$ cat src/rtl/cbus_rr_arbiter_if.sv
// Cache-bus request/response types and the arbiter's port bundle.
// The arbiter takes the slave modport and the surrounding cache/bridge logic takes the master modport.
package cbus_pkg;

    typedef enum logic [1:0] {
        MSIZE1,
        MSIZE2,
        MSIZE4,
        MSIZE8
    } msize_t;

    typedef struct packed {
        logic        valid;
        logic        is_write;
        msize_t      size;
        logic [31:0] addr;
        logic [3:0]  strobe;
        logic [31:0] data;
        logic [3:0]  len;
    } cbus_req_t;

    typedef struct packed {
        logic        ready;
        logic        last;
        logic [31:0] data;
    } cbus_resp_t;

endpackage

interface cbus_rr_arbiter_if #(
    parameter int NUM_REQ = 2
);
    import cbus_pkg::*;

    localparam int GW = (NUM_REQ > 1) ? $clog2(NUM_REQ) : 1;

    cbus_req_t         ireqs  [NUM_REQ];
    cbus_resp_t        iresps [NUM_REQ];
    cbus_req_t         oreq;
    cbus_resp_t        oresp;
    logic [GW-1:0]     grant;
    logic              busy;
    logic              len_err;

    modport slave (
        input  ireqs,
        input  oresp,
        output iresps,
        output oreq,
        output grant,
        output busy,
        output len_err
    );

    modport master (
        output ireqs,
        output oresp,
        input  iresps,
        input  oreq,
        input  grant,
        input  busy,
        input  len_err
    );

endinterface

$ cat src/rtl/cbus_rr_arbiter.sv
// Round-robin arbiter sharing one cache bus among NUM_REQ masters; grant is held for a whole
// burst and a sticky flag records any burst whose beat count disagrees with its len field.
module cbus_rr_arbiter
    import cbus_pkg::*;
#(
    parameter int NUM_REQ    = 2,
    parameter int FIRST_PRIO = 0
) (
    input  logic                  clk,
    input  logic                  resetn,
    cbus_rr_arbiter_if.slave      bus
);

    localparam int GW = (NUM_REQ > 1) ? $clog2(NUM_REQ) : 1;

    typedef enum logic {
        IDLE,
        BUSY
    } state_t;

    state_t            state_q;
    logic [GW-1:0]     grant_q;
    logic [GW-1:0]     prio_q;
    logic [7:0]        cnt_q;
    logic              len_err_q;

    logic [NUM_REQ-1:0] reqValid;
    logic [GW-1:0]      pick_d;
    logic               pickValid;
    logic [GW-1:0]      cand;
    logic [GW-1:0]      prio_d;

    for (genvar g = 0; g < NUM_REQ; g++) begin : g_valid
        assign reqValid[g] = bus.ireqs[g].valid;
    end

    // First requester found when scanning upward from the current priority pointer.
    always_comb begin
        pick_d    = '0;
        pickValid = 1'b0;
        cand      = '0;
        for (int i = 0; i < NUM_REQ; i++) begin
            cand = GW'((int'(prio_q) + i) % NUM_REQ);
            if (!pickValid && reqValid[cand]) begin
                pick_d    = cand;
                pickValid = 1'b1;
            end
        end
    end

    assign prio_d = (grant_q == GW'(NUM_REQ - 1)) ? '0 : grant_q + 1'b1;

    always_ff @(posedge clk or negedge resetn) begin
        if (!resetn) begin
            state_q   <= IDLE;
            grant_q   <= '0;
            prio_q    <= GW'(FIRST_PRIO);
            cnt_q     <= '0;
            len_err_q <= 1'b0;
        end else begin
            case (state_q)
                IDLE: begin
                    if (pickValid) begin
                        state_q <= BUSY;
                        grant_q <= pick_d;
                    end
                end
                BUSY: begin
                    if (bus.oresp.ready) begin
                        if (bus.oresp.last) begin
                            state_q <= IDLE;
                            prio_q  <= prio_d;
                            cnt_q   <= '0;
                            if (cnt_q != 8'(bus.oreq.len)) begin
                                len_err_q <= 1'b1;
                            end
                        end else begin
                            cnt_q <= cnt_q + 8'd1;
                        end
                    end
                end
            endcase
        end
    end

    // Bus muxing is combinational off the registered state so reset silences it instantly.
    always_comb begin
        bus.oreq = '0;
        for (int i = 0; i < NUM_REQ; i++) begin
            bus.iresps[i] = '0;
            if (state_q == BUSY && grant_q == GW'(i)) begin
                bus.oreq      = bus.ireqs[i];
                bus.iresps[i] = bus.oresp;
            end
        end
    end

    assign bus.grant   = grant_q;
    assign bus.busy    = (state_q == BUSY);
    assign bus.len_err = len_err_q;

endmodule

$ cat src/flat_wrapper.sv
// flat-port wrapper written by rule: the top's interface ports become plain ports
module cbus_rr_arbiter_flat import cbus_pkg::*;
#(
    parameter int NUM_REQ    = 2,
    parameter int FIRST_PRIO = 0
)
  (clk, resetn, bus_ireqs, bus_oresp, bus_iresps, bus_oreq, bus_grant, bus_busy, bus_len_err);
  cbus_rr_arbiter_if #(.NUM_REQ(NUM_REQ)) bus_i ();
  input  logic clk;
  input  logic resetn;
  input wire logic [$bits(bus_i.ireqs)-1:0] bus_ireqs;
  input wire logic [$bits(bus_i.oresp)-1:0] bus_oresp;
  output wire logic [$bits(bus_i.iresps)-1:0] bus_iresps;
  output wire logic [$bits(bus_i.oreq)-1:0] bus_oreq;
  output wire logic [$bits(bus_i.grant)-1:0] bus_grant;
  output wire logic [$bits(bus_i.busy)-1:0] bus_busy;
  output wire logic [$bits(bus_i.len_err)-1:0] bus_len_err;
  assign bus_i.ireqs = {>>{bus_ireqs}};
  assign bus_i.oresp = bus_oresp;
  assign bus_iresps = {>>{bus_i.iresps}};
  assign bus_oreq = bus_i.oreq;
  assign bus_grant = bus_i.grant;
  assign bus_busy = bus_i.busy;
  assign bus_len_err = bus_i.len_err;
  cbus_rr_arbiter #(.NUM_REQ(NUM_REQ), .FIRST_PRIO(FIRST_PRIO)) u_core (.clk(clk), .resetn(resetn), .bus(bus_i));
endmodule
$ cat config.mk
export PLATFORM = sky130hd
export DESIGN_NAME = cbus_rr_arbiter_flat
export DESIGN_NICKNAME = d
export VERILOG_FILES = /design/src/rtl/cbus_rr_arbiter_if.sv /design/src/rtl/cbus_rr_arbiter.sv /design/src/flat_wrapper.sv
export SDC_FILE = /design/constraint.sdc
export NUM_CORES = 1
export LEC_CHECK = 0
export ABC_AREA = 1
export CAP_MARGIN = 20
export CORE_AREA = 2 2 129 131
export DETAILED_ROUTE_END_ITERATION = 16
export DIE_AREA = 0 0 131 133
export PLACE_DENSITY = 0.49
export SETUP_SLACK_MARGIN = 0.2
export SYNTH_ARGS = -nofsm -noshare
export SYNTH_HDL_FRONTEND = slang
export SYNTH_SLANG_ARGS = --single-unit
export TNS_END_PERCENT = 1
$ cat constraint.sdc
create_clock -name clk -period 3.42 [get_ports clk]
set_input_delay 1.026 -clock clk [delete_from_list [all_inputs] [get_ports clk]]
set_output_delay 1.026 -clock clk [all_outputs]
set_load 0.02 [all_outputs]
==> run_summary.xml <==
<?xml version="1.0" encoding="UTF-8"?>
<metrics>
  <group name="status">
    <metric name="outcome" unit="">complete, no violations</metric>
  </group>
  <group name="power_and_ir_drop">
    <metric name="cellLeakagePower" unit="nW">4.62</metric>
    <metric name="netSwitchingPower" unit="mW">1.05</metric>
    <metric name="p_int" unit="mW">1.11</metric>
    <metric name="power.combinational.fraction" unit="%">81.9</metric>
    <metric name="ir_drop" unit="uV">192</metric>
    <metric name="p_total" unit="mW">2.16</metric>
    <metric name="clkPwrFrac" unit="%">10.0</metric>
    <metric name="power.switching_fraction" unit="%">48.6</metric>
    <metric name="pwr-share-seq" unit="%">8.2</metric>
    <metric name="power.density" unit="mW/mm^2">349</metric>
  </group>
  <group name="route">
    <metric name="drt.antenna.violating_nets" unit="">0</metric>
    <metric name="drt_first_pass_iters" unit="">5</metric>
    <metric name="finalWirelength" unit="mm">14.4</metric>
    <metric name="via_count_of_the_routed_design" unit="">3970</metric>
    <metric name="drt_first_iter_violations" unit="">210</metric>
    <metric name="avgRoutedWirePerCell" unit="um">14.6</metric>
    <metric name="detail_route.vias_per_cell" unit="">4.01</metric>
    <metric name="route.detailed.drc" unit="">0</metric>
  </group>
  <group name="die">
    <metric name="core_region_area" unit="mm^2">0.0162</metric>
    <metric name="dieArea" unit="mm^2">0.0174</metric>
    <metric name="die_width" unit="um">131</metric>
    <metric name="die_h" unit="um">133</metric>
    <metric name="top_level_ports" unit="">335</metric>
    <metric name="placement_rows" unit="">47</metric>
    <metric name="initial_core_utilization" unit="%">13.5</metric>
  </group>
  <group name="synth">
    <metric name="async_reset_ff_share" unit="%">100</metric>
    <metric name="synth-edff-count" unit="">0</metric>
    <metric name="yosys_register_bits" unit="">12</metric>
    <metric name="synth_xor_xnor_area_share" unit="%">0</metric>
    <metric name="synth_compound_gate_area_share" unit="%">4.19</metric>
    <metric name="post_synth_instance_area" unit="mm^2">0.00218</metric>
    <metric name="synth-simple-area-share" unit="%">64.9</metric>
    <metric name="dominant_combinational_cell_family_by_area_after_synthesis" unit="">simple AND/OR/NAND/NOR gates</metric>
    <metric name="synth.avg_cell_area" unit="um^2">4.86</metric>
    <metric name="synth_top_flop_cell" unit="">dfrtp_1</metric>
    <metric name="synth.net_count" unit="">638</metric>
    <metric name="yosys.area_share.adder" unit="%">0.574</metric>
    <metric name="synth.yosys.seq_area_share" unit="%">13.8</metric>
    <metric name="synth_warnings" unit="">0</metric>
    <metric name="number_of_library_cell_types_mapped_by_synthesis" unit="">21</metric>
    <metric name="synthCells" unit="">449</metric>
    <metric name="yosys-mux-area-fraction" unit="%">0</metric>
  </group>
  <group name="timing">
    <metric name="max_slew.worst_pin.slew" unit="ns">0.701</metric>
    <metric name="post-route-min-period" unit="ns">3.10</metric>
    <metric name="timing.fmax" unit="GHz">0.322</metric>
    <metric name="slew-limit-headroom" unit="%">53.3</metric>
    <metric name="final.hold.worst_slack" unit="ns">0.470</metric>
    <metric name="postLayoutSetupSlackWorst" unit="ns">0.316</metric>
    <metric name="timing_hold_violations_final" unit="">0</metric>
    <metric name="timing.final.crit_share" unit="%">90.8</metric>
    <metric name="final.setup.tns" unit="ns">0</metric>
    <metric name="report.final.slew_viol_count" unit="">0</metric>
    <metric name="finalSetupViolCount" unit="">0</metric>
    <metric name="timing.clock.skew" unit="ns">0.00353</metric>
    <metric name="rsz0062_at_grt" unit="">false</metric>
  </group>
  <group name="cells_and_area">
    <metric name="antenna_cells" unit="">0</metric>
    <metric name="post-route-cell-area" unit="mm^2">0.00619</metric>
    <metric name="multi_input_comb_area" unit="mm^2">0.00152</metric>
    <metric name="final_layout_size_suffix_gt1_share" unit="%">3.12</metric>
    <metric name="syn2layout_area_growth" unit="%">184</metric>
    <metric name="seqCellArea" unit="um^2">303</metric>
    <metric name="final_net_count" unit="">959</metric>
    <metric name="fillCellCount" unit="">1712</metric>
  </group>
  <group name="setup_path">
    <metric name="crit_path_start_kind" unit="">input pin</metric>
    <metric name="critPathSlowestCell" unit="">clkdlybuf4s50_1</metric>
    <metric name="critical_path_arrival" unit="ns">2.08</metric>
    <metric name="peak_per_stage_delay_on_the_critical_path" unit="ns">0.48</metric>
    <metric name="worst_setup_path_end_kind" unit="">output port</metric>
    <metric name="crit_start" unit="">bus_ireqs[75]</metric>
    <metric name="worstPathCellList" unit="">clkdlybuf4s50_1 -&gt; inv_1 -&gt; o22ai_1 -&gt; dlygate4sd2_1</metric>
    <metric name="cp.buffers_inverters" unit="">3</metric>
    <metric name="crit-reg2reg-launch" unit="">u_core.bus.busy</metric>
    <metric name="timing_worst_setup_path_type" unit="">input pin to output port</metric>
    <metric name="required_time_of_the_worst_setup_path" unit="ns">2.39</metric>
    <metric name="critical-path-top-delay-family" unit="">buffers and inverters</metric>
    <metric name="worstPathMaxFanout" unit="">2</metric>
  </group>
  <group name="clock_network">
    <metric name="tritoncts_clock_tree" unit="">built</metric>
    <metric name="cts_max_level" unit="">1</metric>
    <metric name="clk_path_buf_depth" unit="">2</metric>
    <metric name="cts_root_buffer_type" unit="">clkbuf_16</metric>
    <metric name="number_of_sinks_handled_by_clock_tree_synthesis" unit="">12</metric>
    <metric name="clock_insertion_delay_worst_skew" unit="ns">0.24</metric>
    <metric name="cts-buffers-inserted" unit="">3</metric>
    <metric name="hold_buffers" unit="">0</metric>
    <metric name="cts.clk_slew.worst_paths" unit="ns">0.04</metric>
  </group>
  <group name="global_routing">
    <metric name="grt_overflow" unit="">0</metric>
    <metric name="grt_usage" unit="%">14.5</metric>
    <metric name="first_global_vias" unit="">3665</metric>
    <metric name="grt_start_max_net_pins" unit="">63</metric>
    <metric name="global_route_wire_length_before_repair" unit="mm">20.1</metric>
    <metric name="number_of_antenna_violations_at_the_first_check_in_global_routing" unit="">0</metric>
  </group>
  <group name="flow_run">
    <metric name="max-cap-violations" unit="">0</metric>
  </group>
  <group name="min_path">
    <metric name="holdCritStartpoint" unit="">u_core.bus.len_err</metric>
    <metric name="min-delay-path-class" unit="">flip-flop to flip-flop</metric>
  </group>
  <group name="placed_design">
    <metric name="port_buffers" unit="">334</metric>
    <metric name="place_ws" unit="ns">0.0471</metric>
    <metric name="dpl-instance-area" unit="mm^2">0.00576</metric>
    <metric name="dp.final_hpwl" unit="mm">11.4</metric>
    <metric name="gpl.final_weighted_congestion" unit="">0.919</metric>
  </group>
</metrics>
==> final cells by class <==
cell class | instances | area share [%]
repair buffers | 347 | 61.7
multi-input cells | 354 | 24.5
flip-flops and latches | 12 | 4.89
well taps | 220 | 4.44
inverters | 52 | 3.15
clock buffers | 4 | 1.27
==> sequential cells by signal, indices dropped and copies added, names as in the netlist <==
register,cells
u_core.bus.grant,1
u_core.cnt_q,8
u_core.bus.len_err,1
u_core.prio_q,1
u_core.bus.busy,1
==> what timing repair did <==
action,4_1_cts,5_1_grt
setup endpoints to repair,144,143
gates cloned,0,0
setup buffers,0,0
resized for setup,1,143
==> per-stage QoR <==
| stage | instances | utilization (%) |
|---|---|---|
| 6_report | 989 | 38.3 |
| 2_1_floorplan | 449 | - |
| 4_1_cts | 989 | 36.1 |
| 5_1_grt | 989 | 38.3 |
| 3_5_place_dp | 985 | 35.6 |
| 3_3_place_gp | 985 | 35.6 |
==> Yosys cell counts (2+ instances only) <==
cell      count  area share, %
nand2_1     167             29
nand3_1      85             20
nor2_1       77             13
inv_1        50            8.6
buf_2        28            6.4
dfrtp_1      12             14
o21ai_0       7            1.6
a21oi_1       4           0.92
nor3_1        4           0.92
buf_4         2           0.69
inv_2         2           0.34
o211ai_1      2           0.69
==> kinds of logic after synthesis <==
kind of cell    after synthesis
simple gates                337
buf+inv                      83
compound gates               16
flops                        12
fa+ha+maj                     1
==> final timing paths <==
check / cells after the start / endpoint / slack, ns
hold reg to reg: 2 / u_core.bus.len_err / 0.47
min in group asynchronous: 1 / u_core.cnt_q[3] / 1.14
hold / removal: 2 / u_core.bus.len_err / 0.47
max in group asynchronous: 1 / u_core.bus.busy / 1.89
setup / recovery: 4 / bus_oreq[75] / 0.32
setup reg to reg: 9 / u_core.bus.len_err / 1.72
==> cell usage in the layout (no fill, tap or decap), drive strengths merged <==
| cell | count |
|---|---|
| clkdlybuf4s50 | 190 |
| nand2 | 168 |
| dlymetal6s2s | 143 |
| nand3 | 85 |
| nor2 | 78 |
| inv | 52 |
| buf | 13 |
| dfrtp | 12 |
| o21ai | 8 |
| nor3 | 5 |
| a21oi | 4 |
| clkbuf | 4 |
| o211ai | 2 |
| o22ai | 1 |
| a31oi | 1 |
| nand4 | 1 |
| ha | 1 |
| dlygate4sd2 | 1 |
==> power groups by stage <==
stage / logic (mW) / registers (mW) / clock network (mW)
floorplan: 0.888 / 0.172 / 0
global placement: 1.84 / 0.178 / 0
detailed placement: 1.85 / 0.178 / 0
CTS: 1.86 / 0.176 / 0.221
global route: 1.90 / 0.178 / 0.226
finish: 1.77 / 0.176 / 0.216
==> routing by layer <==
metal / track usage (%) / share of wire, % / wire [um] / vias up
met4: 2.90 / 1.3 / 182 / 0
met1: 17.2 / 39 / 5570 / 1762
met3: 2.14 / 7.3 / 1050 / 14
li1: - / - / - / 2022
met5: 0 / 0 / 0 / -
met2: 27.3 / 53 / 7630 / 172
==> worst min-delay path: stages, from the launching register on <==
cell and delay, ns:
dfrtp_1 0.34, inv_1 0.04, nand2_1 0.05
Power figures use the tool's default switching activity.
